File: config.mk
export PLATFORM = sky130hd
export DESIGN_NAME = weight_stream_loader_flat
export DESIGN_NICKNAME = d
export VERILOG_FILES = /design/src/rtl/weight_stream_loader_if.sv /design/src/rtl/weight_stream_loader.sv /design/src/flat_wrapper.sv
export SDC_FILE = /design/constraint.sdc
export NUM_CORES = 1
export LEC_CHECK = 0
export ABC_CLOCK_PERIOD_IN_PS = 7800
export BUFFER_PORTS_ARGS = -buffer_cell sky130_fd_sc_hd__buf_4
export CAP_MARGIN = 0
export CORE_MARGIN = 5
export CORE_UTILIZATION = 50
export CTS_CLUSTER_DIAMETER = 60
export CTS_CLUSTER_SIZE = 20
export DETAILED_ROUTE_END_ITERATION = 8
export PLACE_DENSITY = 0.77
export SLEW_MARGIN = 10
export SYNTH_ARGS = -nofsm -noshare
export SYNTH_HDL_FRONTEND = slang
export SYNTH_SLANG_ARGS = --single-unit
File: constraint.sdc
create_clock -name clk -period 7.8 [get_ports clk]
set_clock_uncertainty 0.2 [all_clocks]
set_input_delay 0.39 -clock clk [delete_from_list [all_inputs] [get_ports clk]]
set_output_delay 0.39 -clock clk [all_outputs]
set_load 0.03 [all_outputs]
File: src/rtl/weight_stream_loader_if.sv
// Word stream feeding weight_stream_loader: one DATA_SIZE-bit word per valid/ready beat.
interface weight_stream_loader_if #(
  parameter int DATA_SIZE = 64
);
  logic                 in_valid;
  logic                 in_ready;
  logic [DATA_SIZE-1:0] in_data;

  modport master (output in_valid, output in_data, input in_ready);
  modport slave  (input in_valid, input in_data, output in_ready);
endinterface

File: src/rtl/weight_stream_loader.sv
// Turns a flat layer stream (all weights, then all biases) into weight_memory write
// strobes with (in, out, k_y, k_x) indices and a registered copy of each word.
module weight_stream_loader #(
  parameter int NUM_INPUTS  = 1,
  parameter int NUM_OUTPUTS = 1,
  parameter int DIM         = 1,
  parameter int DATA_SIZE   = 64
) (
  input  logic                  clk,
  input  logic                  rst,
  input  logic                  start,
  weight_stream_loader_if.slave s_in,
  output logic                  weight_write,
  output logic                  bias_write,
  output logic [15:0]           index_in,
  output logic [15:0]           index_out,
  output logic [15:0]           index_k_y,
  output logic [15:0]           index_k_x,
  output logic [DATA_SIZE-1:0]  out_data,
  output logic                  busy,
  output logic                  done
);
  localparam logic [1:0] S_IDLE    = 2'd0;
  localparam logic [1:0] S_WEIGHTS = 2'd1;
  localparam logic [1:0] S_BIAS    = 2'd2;
  localparam logic [1:0] S_DONE    = 2'd3;

  localparam logic [15:0] DIM_LAST = 16'(DIM - 1);
  localparam logic [15:0] OUT_LAST = 16'(NUM_OUTPUTS - 1);
  localparam logic [15:0] IN_LAST  = 16'(NUM_INPUTS - 1);

  logic [1:0]           r_state;
  logic [1:0]           w_state_next;
  // Counter slots: [0]=x (also the bias count), [1]=y, [2]=o, [3]=i
  logic [3:0][15:0]     r_cnt;
  logic [3:0][15:0]     w_cnt_next;
  logic [3:0][15:0]     w_last;
  logic [3:0]           w_wrap;
  logic [3:0]           w_carry;

  logic                 w_in_weights;
  logic                 w_in_bias;
  logic                 w_ready;
  logic                 w_accept;
  logic                 w_clear;
  logic                 w_last_weight;
  logic                 w_last_bias;

  logic                 r_weight_write;
  logic                 r_bias_write;
  logic [15:0]          r_index_in;
  logic [15:0]          r_index_out;
  logic [15:0]          r_index_k_y;
  logic [15:0]          r_index_k_x;
  logic [DATA_SIZE-1:0] r_out_data;

  assign w_in_weights = (r_state == S_WEIGHTS);
  assign w_in_bias    = (r_state == S_BIAS);
  assign w_ready      = w_in_weights | w_in_bias;
  assign w_accept     = s_in.in_valid & w_ready;
  assign w_clear      = (r_state == S_IDLE) & start;

  assign w_last[0] = w_in_bias ? OUT_LAST : DIM_LAST;
  assign w_last[1] = DIM_LAST;
  assign w_last[2] = OUT_LAST;
  assign w_last[3] = IN_LAST;

  // Ripple wrap-and-carry: a slot advances only when every faster slot wraps.
  assign w_carry[0] = w_accept;

  genvar gi;
  generate
    for (gi = 0; gi < 4; gi++) begin : g_cnt
      assign w_wrap[gi]     = (r_cnt[gi] == w_last[gi]);
      assign w_cnt_next[gi] = w_clear      ? 16'd0 :
                              !w_carry[gi] ? r_cnt[gi] :
                              w_wrap[gi]   ? 16'd0 :
                                             r_cnt[gi] + 16'd1;
      if (gi < 3) begin : g_chain
        assign w_carry[gi+1] = w_carry[gi] & w_wrap[gi] & w_in_weights;
      end
    end
  endgenerate

  assign w_last_weight = w_carry[3] & w_wrap[3];
  assign w_last_bias   = w_accept & w_in_bias & w_wrap[0];

  always_comb begin
    w_state_next = r_state;
    case (r_state)
      S_IDLE:    if (start)         w_state_next = S_WEIGHTS;
      S_WEIGHTS: if (w_last_weight) w_state_next = S_BIAS;
      S_BIAS:    if (w_last_bias)   w_state_next = S_DONE;
      default:                      w_state_next = S_IDLE;
    endcase
  end

  always_ff @(posedge clk or posedge rst) begin
    if (rst) begin
      r_state <= S_IDLE;
      r_cnt   <= '0;
    end else begin
      r_state <= w_state_next;
      r_cnt   <= w_cnt_next;
    end
  end

  // Write port: strobes pulse only on the cycle after an accept; indices/data hold otherwise.
  always_ff @(posedge clk or posedge rst) begin
    if (rst) begin
      r_weight_write <= 1'b0;
      r_bias_write   <= 1'b0;
      r_index_in     <= '0;
      r_index_out    <= '0;
      r_index_k_y    <= '0;
      r_index_k_x    <= '0;
      r_out_data     <= '0;
    end else if (w_accept) begin
      r_weight_write <= w_in_weights;
      r_bias_write   <= w_in_bias;
      r_index_in     <= w_in_bias ? 16'd0 : r_cnt[3];
      r_index_out    <= w_in_bias ? 16'd0 : r_cnt[2];
      r_index_k_y    <= w_in_bias ? 16'd0 : r_cnt[1];
      r_index_k_x    <= r_cnt[0];
      r_out_data     <= s_in.in_data;
    end else begin
      r_weight_write <= 1'b0;
      r_bias_write   <= 1'b0;
    end
  end

  assign s_in.in_ready = w_ready;
  assign weight_write  = r_weight_write;
  assign bias_write    = r_bias_write;
  assign index_in      = r_index_in;
  assign index_out     = r_index_out;
  assign index_k_y     = r_index_k_y;
  assign index_k_x     = r_index_k_x;
  assign out_data      = r_out_data;
  assign busy          = (r_state != S_IDLE);
  assign done          = (r_state == S_DONE);

endmodule
File: src/flat_wrapper.sv
// flat-port wrapper written by rule: the top's interface ports become plain ports
module weight_stream_loader_flat 
#(
  parameter int NUM_INPUTS  = 1,
  parameter int NUM_OUTPUTS = 1,
  parameter int DIM         = 1,
  parameter int DATA_SIZE   = 64
)
  (clk, rst, start, weight_write, bias_write, index_in, index_out, index_k_y, index_k_x, out_data, busy, done, s_in_in_valid, s_in_in_data, s_in_in_ready);
  weight_stream_loader_if #(.DATA_SIZE(DATA_SIZE)) s_in_i ();
  input  logic clk;
  input  logic rst;
  input  logic start;
  output logic weight_write;
  output logic bias_write;
  output logic [15:0] index_in;
  output logic [15:0] index_out;
  output logic [15:0] index_k_y;
  output logic [15:0] index_k_x;
  output logic [DATA_SIZE-1:0] out_data;
  output logic busy;
  output logic done;
  input wire logic [$bits(s_in_i.in_valid)-1:0] s_in_in_valid;
  input wire logic [$bits(s_in_i.in_data)-1:0] s_in_in_data;
  output wire logic [$bits(s_in_i.in_ready)-1:0] s_in_in_ready;
  assign s_in_i.in_valid = s_in_in_valid;
  assign s_in_i.in_data = s_in_in_data;
  assign s_in_in_ready = s_in_i.in_ready;
  weight_stream_loader #(.NUM_INPUTS(NUM_INPUTS), .NUM_OUTPUTS(NUM_OUTPUTS), .DIM(DIM), .DATA_SIZE(DATA_SIZE)) u_core (.clk(clk), .rst(rst), .start(start), .s_in(s_in_i), .weight_write(weight_write), .bias_write(bias_write), .index_in(index_in), .index_out(index_out), .index_k_y(index_k_y), .index_k_x(index_k_x), .out_data(out_data), .busy(busy), .done(done));
endmodule
==> summary.md, run 1 <==
| Metric | Value |
|---|---|
| Outcome | complete, no violations |
| Remaining global-route overflow | 0 |
| Power per cell area | 214 nW/um^2 |
| Initial core utilization | 51.0% |
| RSZ-0062 raised after global routing | false |
| Net Count, Synth | between 1000 and 1500 |
| Total number of H-tree levels | 4 |
| Maximum number of pins on one net before global-route repair | between 100 and 150 |
| Final setup violation count | 0 |
| Data arrival time of the critical path | approximately 3100 ps |
| Final net count | between 1000 and 1500 |
| Slew HR | roughly 28% |
| Register area share after synthesis | a little under three fifths |
| Worst flop-to-flop path startpoint | u_core.r_state[0] |
| Maximum number of buffers from clock root to sink | 2 |
| Max rail drop VDD | between 150 and 200 uV |
| Vias per inst | roughly 5.3 |
| Routability-driven placement congestion ratio | approximately 0.85 |
| Critical path launch point type | flip-flop |
| Critical path fanouts, max | 103 |
| Setup TNS | 0 ps |
| Clock transition at path regs | around 70 ps |
| Number of sinks driven by the clock tree | 196 |
| Yosys warning count | 0 |
| Share of the synthesized area in the top cell type | a little under three fifths |
| Critical path data required time | 7910 ps |
| Maximum achievable frequency | about 330 MHz |
| Cells resized by post-CTS repair | 0 |
| DR WL/cell | between 15 and 20 um |
| Initial DRT Pass Iterations | 4 |
| Drt total wl | about 24 mm |
| Time the final worst path needs with I/O delays and setup | 3040 ps |
| Worst-case register-to-register setup slack | 4760 ps |
| Vias in the first global route | 7562 |
| Crit-path leading delay family | buffers and inverters |
| Placeable core area | roughly 17000 sq um |
| # DRC | 0 |
| Via total after detailed routing | about 7600 |
| Post-route core utilization | 67.8% |
| Antenna violations before repair | 1 |
| Filler instances | 1297 |
| CTS Root Cell | sky130_fd_sc_hd__clkbuf_16 |
| Ordered cell list for the critical path | inv_1 -> ha_1 -> and2_4 -> buf_4 -> nor2_1 -> o21ai_0 -> o21ai_0 |
| Library cell occupying the most area in the post-synthesis netlist | sky130_fd_sc_hd__dfrtp_1 |
| Number of distinct standard cells referenced by the synthesized netlist | 47 |
| Register cell area after layout | a little under 5000 sq um |
| Hold crit path type | input port to flip-flop |
| Cell with the largest stage delay on the worst path | sky130_fd_sc_hd__buf_4 |
| Most common flop cell mapped by yosys | sky130_fd_sc_hd__dfrtp_1 |
| Detailed placer's ending HPWL | 15.1 mm |
| Actual slew at the worst max-slew pin | 1080 ps |
| Final Cycle Share | between 30% and 40% |
| Leakage component of the power | approximately 6 nW |
| Number of buffers inserted by port buffering | 200 |
| TritonCTS clock tree | done |
| Fin. Hold Viols | 0 |
| Final antenna-violating net count | 0 |
| Top area cells in the synthesized netlist | sky130_fd_sc_hd__dfrtp_1, sky130_fd_sc_hd__nand2_1, sky130_fd_sc_hd__nand3b_1 |
| Max-slew violations | 0 |
| DIE HEIGHT | about 140 um |
| Number of flops mapped to enable cells by yosys | 0 |
| Total clock buffers created by CTS | 17 |
| Critical Path Max Stage Delay | 870 ps |
| Iteration-0 DRC count of the detailed router | roughly 460 |
| Layout cells sized above 1 | about 22% |
| HP Start | s_in_in_valid |
| Cell repeated most along the worst path | sky130_fd_sc_hd__o21ai_0 |
| Maximum Capacitance Violations | 0 |
| Share of flip-flops with an asynchronous set or reset after synthesis | 100% |
| Number of flip-flops and latches in the synthesized netlist | about 200 |
| Netlist Area Pre-Place | 8830 sq um |
| Insertion delay of the later-clocked pin in the worst-skew pair | 430 ps |
| Timing startpoint of the critical path | u_core.r_state[0] |
| Average footprint of a synthesized cell | a little over 9 sq um |
| Kind of end point of the critical path | flip-flop |
| Area enclosed by the die boundary | 20400 sq um |
| Post CTS Setup Buffer Count | 0 |
| Cell Rows | 48 |
| Number of cells on the worst hold path | 2 |
| Hold EP | u_core.bias_write |
| Reg-to-reg critical path endpoint | u_core.r_cnt[4] |
| Total Routing Usage GR | 23.2% |
| Area growth syn-to-layout | 32.9% |
| First-pass GRT wire length | 38.2 mm |
| Floorplan die width | 143 um |
| Number of cells produced by synthesis | 952 |
| Count of boundary I/O pins | 201 |
| Type of the worst setup path | flip-flop to flip-flop |
| Worst Reg-to-Reg Cells | 7 |
| Multi-input gate area | between 3000 and 4000 sq um |
| Number of buffer and inverter instances along the worst setup path | 2 |
==> through the flow <==
step / instances / cell area (sq um) / setup WS [ps] / hold WS (ps) / total power, mW
final: 1434 / 11700 / 4760 / 48.4 / 2.52
after global routing: 1433 / 11700 / 4480 / 38.6 / 2.63
after CTS: 1432 / 11700 / 4740 / 28.7 / 2.53
after detailed placement: 1335 / 10500 / 4750 / 257 / 1.61
after global placement: 1335 / 10500 / 4890 / 253 / 1.60
after floorplan: 952 / 8830 / 1870 / 283 / 1.43
==> timing repair <==
action                                 CTS  global route
setup endpoints to repair                0             0
endpoints found under the hold margin  181             0
hold buffers                            65             0
==> routing by layer <==
layer,track usage [%],routed length (um),part of all wire (%)
met1,30.6,10100,43
met2,38.5,11500,49
met3,4.52,1530,6.5
met4,8.55,484,2.0
met5,0,0,0
==> how the worst max path moves through the flow <==
stage	end	slack [ps]	cells after the start
finish	u_core.r_cnt[4]	4760	7
global route	u_core.r_cnt[6]	4480	7
CTS	u_core.r_cnt[6]	4740	7
detailed placement	u_core.r_cnt[6]	4750	7
global placement	u_core.r_cnt[15]	4890	7
floorplan	u_core.bias_write	1870	1
==> cell families after synthesis <==
logic type                 count (synthesis)  share of synthesized area (%)
AOI/OAI and AO/OA                         63                           4.38
xor gates and xnor gates                  38                           3.77
buffers and inverters                     67                           3.18
and+or+nand+nor                          573                           31.0
muxes                                      3                          0.354
DFF                                      196                           55.6
adders and majority gates                 12                           1.70
==> sequential cells by signal, summed over array words and instances (netlist names) <==
signal and cells:
u_core.weight_write 1, u_core.bias_write 1, u_core.index_in 16, u_core.index_out 16
u_core.index_k_y 16, u_core.index_k_x 16, u_core.r_cnt 64, u_core.out_data 64
u_core.r_state 2
==> Yosys cell counts (2+ instances only) <==
library cell	n
sky130_fd_sc_hd__nand2_1	362
sky130_fd_sc_hd__dfrtp_1	196
sky130_fd_sc_hd__nor2_1	51
sky130_fd_sc_hd__clkbuf_1	42
sky130_fd_sc_hd__nand3b_1	38
sky130_fd_sc_hd__o21ai_0	35
sky130_fd_sc_hd__nand3_1	31
sky130_fd_sc_hd__nand4_1	19
sky130_fd_sc_hd__xnor2_1	19
sky130_fd_sc_hd__xor2_1	19
sky130_fd_sc_hd__inv_1	18
sky130_fd_sc_hd__and3_1	16
sky130_fd_sc_hd__o31ai_1	14
sky130_fd_sc_hd__ha_1	12
sky130_fd_sc_hd__nor4_1	11
sky130_fd_sc_hd__nor3_1	8
sky130_fd_sc_hd__nor4_4	6
sky130_fd_sc_hd__and4_1	5
sky130_fd_sc_hd__nor4_2	5
sky130_fd_sc_hd__and2_1	4
sky130_fd_sc_hd__buf_2	4
sky130_fd_sc_hd__nor2_2	4
sky130_fd_sc_hd__a21oi_1	3
sky130_fd_sc_hd__nor3b_1	3
sky130_fd_sc_hd__mux2i_1	2
sky130_fd_sc_hd__nor4b_2	2
sky130_fd_sc_hd__o41ai_1	2
sky130_fd_sc_hd__or4_1	2
==> power breakdown <==
part / switching, mW / internal [mW]
sequential: 0.0682 / 1.09
clock: 0.404 / 0.491
combinational: 0.286 / 0.177
total: 0.759 / 1.76
==> cell type report <==
cell class,count,share of cell area (%)
Inverter,18,0.640
Clock buffer,18,3.74
Timing Repair Buffer,272,18.8
Sequential cell,196,41.8
Multi-Input combinational cell,689,31.1
Clock inverter,14,1.43
Tap cell,225,2.40
Antenna cell,2,0.0427
==> cells in the final DEF (no fill, tap or decap), types with 4 or more instances in the layout <==
| cell | count |
|---|---|
| sky130_fd_sc_hd__nand3_1 | 31 |
| sky130_fd_sc_hd__dlygate4sd3_1 | 65 |
| sky130_fd_sc_hd__nor2_1 | 51 |
| sky130_fd_sc_hd__buf_4 | 207 |
| sky130_fd_sc_hd__clkbuf_16 | 17 |
| sky130_fd_sc_hd__xor2_1 | 19 |
| sky130_fd_sc_hd__xnor2_1 | 19 |
| sky130_fd_sc_hd__o21ai_0 | 35 |
| sky130_fd_sc_hd__ha_1 | 12 |
| sky130_fd_sc_hd__dfrtp_1 | 196 |
| sky130_fd_sc_hd__inv_6 | 5 |
| sky130_fd_sc_hd__nand2_1 | 361 |
| sky130_fd_sc_hd__inv_1 | 17 |
| sky130_fd_sc_hd__nand3b_1 | 38 |
| sky130_fd_sc_hd__nor3_1 | 8 |
| sky130_fd_sc_hd__and3_1 | 16 |
| sky130_fd_sc_hd__and4_1 | 5 |
| sky130_fd_sc_hd__o31ai_1 | 14 |
| sky130_fd_sc_hd__nor4_4 | 6 |
| sky130_fd_sc_hd__nand4_1 | 19 |
| sky130_fd_sc_hd__nor2_2 | 4 |
| sky130_fd_sc_hd__nor4_1 | 11 |
| sky130_fd_sc_hd__nor4_2 | 5 |
(Power assumes the default switching activity.)
==> run 2: changes to the inputs <==
ABC_CLOCK_PERIOD_IN_PS = 2840   (was 7800)
clock period = 2.84 ns   (was 7.8 ns; I/O delays follow)
==> summary.md, run 2 (synthesis gave the netlist of run 1 again) <==
| Metric | Value |
|---|---|
| Outcome | complete, no violations |
| Area enclosed by the die boundary | 20400 sq um (unchanged) |
| Critical path fanouts, max | 7 (-93%) |
| Switching power of the nets | 2.11 mW (+180%) |
| Power per cell area | 570 nW/um^2 (+170%) |
| Maximum Capacitance Violations | 0 (unchanged) |
| Number of buffers inserted by port buffering | 200 (unchanged) |
| Drt total wl | 23.7 mm (+0.25%) |
| Filler instances | 1310 (+1.0%) |
| Maximum number of buffers from clock root to sink | 2 (unchanged) |
| TritonCTS clock tree | done |
| DR WL/cell | 16.3 um (-1.2%) |
| Post-route core utilization | 69.0% (+1.2 points) |
| First-pass GRT wire length | 38.7 mm (+1.2%) |
| Initial DRT Pass Iterations | 5 (+1) |
| Total Routing Usage GR | 23.5% (+0.24 points) |
| Maximum number of pins on one net before global-route repair | 67 (-44%) |
| Commonest cells after routing, fill and taps aside | sky130_fd_sc_hd__nand2_1, sky130_fd_sc_hd__buf_4, sky130_fd_sc_hd__dfrtp_1 |
| Combinational cell fraction of total power | 19.5% (+1.1 points) |
| Final net count | 1295 (+1.6%) |
| Initial core utilization | 51.0% (unchanged) |
| Reg-to-reg critical path endpoint | u_core.r_state[1] |
| Worst Reg-to-Reg Cells | 6 (-1) |
| Cell with the largest stage delay on the worst path | sky130_fd_sc_hd__dfrtp_1 |
| Layout cells sized above 1 | 23.3% (+1.5 points) |
| Critical Path Max Stage Delay | 460 ps (-410 ps) |
| Slew HR | 41.1% (+13 points) |
| HP Start | start |
| Insertion delay of the later-clocked pin in the worst-skew pair | 430 ps (about the same) |
| Routability-driven placement congestion ratio | 0.890 (+5.1%) |
| Hold EP | u_core.r_state[0] |
| Vias in the first global route | 7678 (+1.5%) |
| Type of the worst setup path | flip-flop to flip-flop |
| Max rail drop VDD | 430 uV (+170%) |
| Number of buffer and inverter instances along the worst setup path | 0 (-2) |
| Clock transition at path regs | 70 ps (about the same) |
| Number of cells on the worst hold path | 4 (+2) |
| CTS Root Cell | sky130_fd_sc_hd__clkbuf_16 |
| Most common cell after layout, fill and taps aside | sky130_fd_sc_hd__nand2_1 |
| Maximum achievable frequency | 371 MHz (+13%) |
| DIE HEIGHT | 143 um (unchanged) |
| Worst flop-to-flop path startpoint | u_core.r_cnt[35] |
| Ordered cell list for the critical path | nor4_1 -> nand4_1 -> nor4_4 -> nand2_1 -> a221o_1 -> mux2_1 |
| Floorplan die width | 143 um (unchanged) |
| Critical path data required time | 2950 ps (-4960 ps) |
| Total number of H-tree levels | 4 (unchanged) |
| Actual slew at the worst max-slew pin | 882 ps (-198 ps) |
| Leakage component of the power | 6.13 nW (+1.9%) |
| Cell Rows | 48 (unchanged) |
| Detailed placer's ending HPWL | 15.9 mm (+5.4%) |
| Cell total after placement | 1355 (+1.5%) |
| Area growth syn-to-layout | 35.2% |
| Hold crit path type | input port to flip-flop |
| Vias per inst | 5.31 (+0.12%) |
| Final setup violation count | 0 (unchanged) |
| Critical path launch point type | flip-flop |
| Iteration-0 DRC count of the detailed router | 485 (+5.7%) |
| RSZ-0062 raised after global routing | false |
| Time the final worst path needs with I/O delays and setup | 2690 ps (-345 ps) |
| Placeable core area | 17300 sq um (unchanged) |
| Data arrival time of the critical path | 2800 ps (-340 ps) |
| Part of the total power dissipated in the clock network | 34.0% (-1.6 points) |
| Critical path depth in cells | 6 (-1) |
| Non-filler cells in the finished layout | 1455 (+1.5%) |
| Crit-path leading delay family | simple AND/OR/NAND/NOR gates |
| Cell Int Power | 4.69 mW (+170%) |
| Antenna violations before repair | 0 (-1) |
| Remaining global-route overflow | 0 (unchanged) |
| Max-slew violations | 0 (unchanged) |
| Fin. Hold Viols | 0 (unchanged) |
| Number of sinks driven by the clock tree | 196 (unchanged) |
| Total clock buffers created by CTS | 17 (unchanged) |
| Kind of end point of the critical path | flip-flop |
| Final antenna-violating net count | 0 (unchanged) |
| Final Cycle Share | 94.8% (+56 points) |
| Finished Cell Area | 11900 sq um (+1.7%) |
| Net switching share of the total power | 31.1% (+0.90 points) |
| # DRC | 0 (unchanged) |
| Worst-case register-to-register setup slack | 150 ps (-4620 ps) |
| Area of placed instances | 10700 sq um (+1.9%) |
| Seq pwr share | 46.4% (+0.4 points) |
| Count of boundary I/O pins | 201 (unchanged) |
| Via total after detailed routing | 7732 (+1.6%) |
-- run 2: timing repair --
action                     in CTS  in global routing
setup endpoints to repair       0                  6
hold endpoints to repair       92                  0
gates resized for setup         0                  6
buffers inserted                0                  0
hold buffers                   66                  0
-- run 2: metal layers --
layer  track usage [%]  wire [um]  vias up
met2              39.6      11700      277
li1                  -          -     3679
met3              4.35       1580       37
met5                 0          0        -
met1              31.4      10000     3739
met4              6.40        381        0
-- run 2: how the worst max path moves through the flow --
stage                   endpoint              start  slack, ps
2_1_floorplan  u_core.bias_write                rst        -30
3_3_place_gp     u_core.r_cnt[4]  u_core.r_state[0]        210
3_5_place_dp     u_core.r_cnt[4]  u_core.r_state[0]        130
4_1_cts          u_core.r_cnt[4]  u_core.r_state[0]        120
5_1_grt        u_core.r_state[1]   u_core.r_cnt[16]         10
6_report       u_core.r_state[1]   u_core.r_cnt[35]        150
-- run 2: per-stage QoR --
step	total power [mW]	setup slack (ps)	TNS, ps	hold WS (ps)
after floorplan	3.93	-34.4	-6740	47.4
after global placement	4.42	211	0	131
after detailed placement	4.46	134	0	135
after CTS	6.85	115	0	7.98
after global routing	7.13	14.1	0	45.9
final	6.80	148	0	28.8
-- run 2: area by class of cell --
| class | count | area [sq um] | area share, % |
|---|---|---|---|
| clock buffer | 18 | 429 | 3.60 |
| multi-input combinational | 689 | 3680 | 30.8 |
| antenna | 2 | 5.00 | 0.0419 |
| timing repair buffer | 293 | 2420 | 20.3 |
| tap | 225 | 282 | 2.36 |
| inverter | 18 | 71.3 | 0.598 |
| clock inverter | 14 | 145 | 1.22 |
| sequential | 196 | 4900 | 41.1 |
-- run 2: tightest hold or removal path: cells and delay by family --
kind	cells	cell delay, ps
AO/OA/AOI/OAI	1	170
buffers and inverters	1	120
AND/OR/NAND/NOR	1	100
multiplexers	1	80
-- run 2: power groups by stage --
| stage | Combinational (mW) | Sequential (mW) | Clock [mW] |
|---|---|---|---|
| 2_1_floorplan | 0.471 | 3.46 | 0 |
| 3_3_place_gp | 1.23 | 3.20 | 0 |
| 3_5_place_dp | 1.25 | 3.21 | 0 |
| 4_1_cts | 1.33 | 3.15 | 2.37 |
| 5_1_grt | 1.45 | 3.19 | 2.50 |
| 6_report | 1.33 | 3.16 | 2.32 |
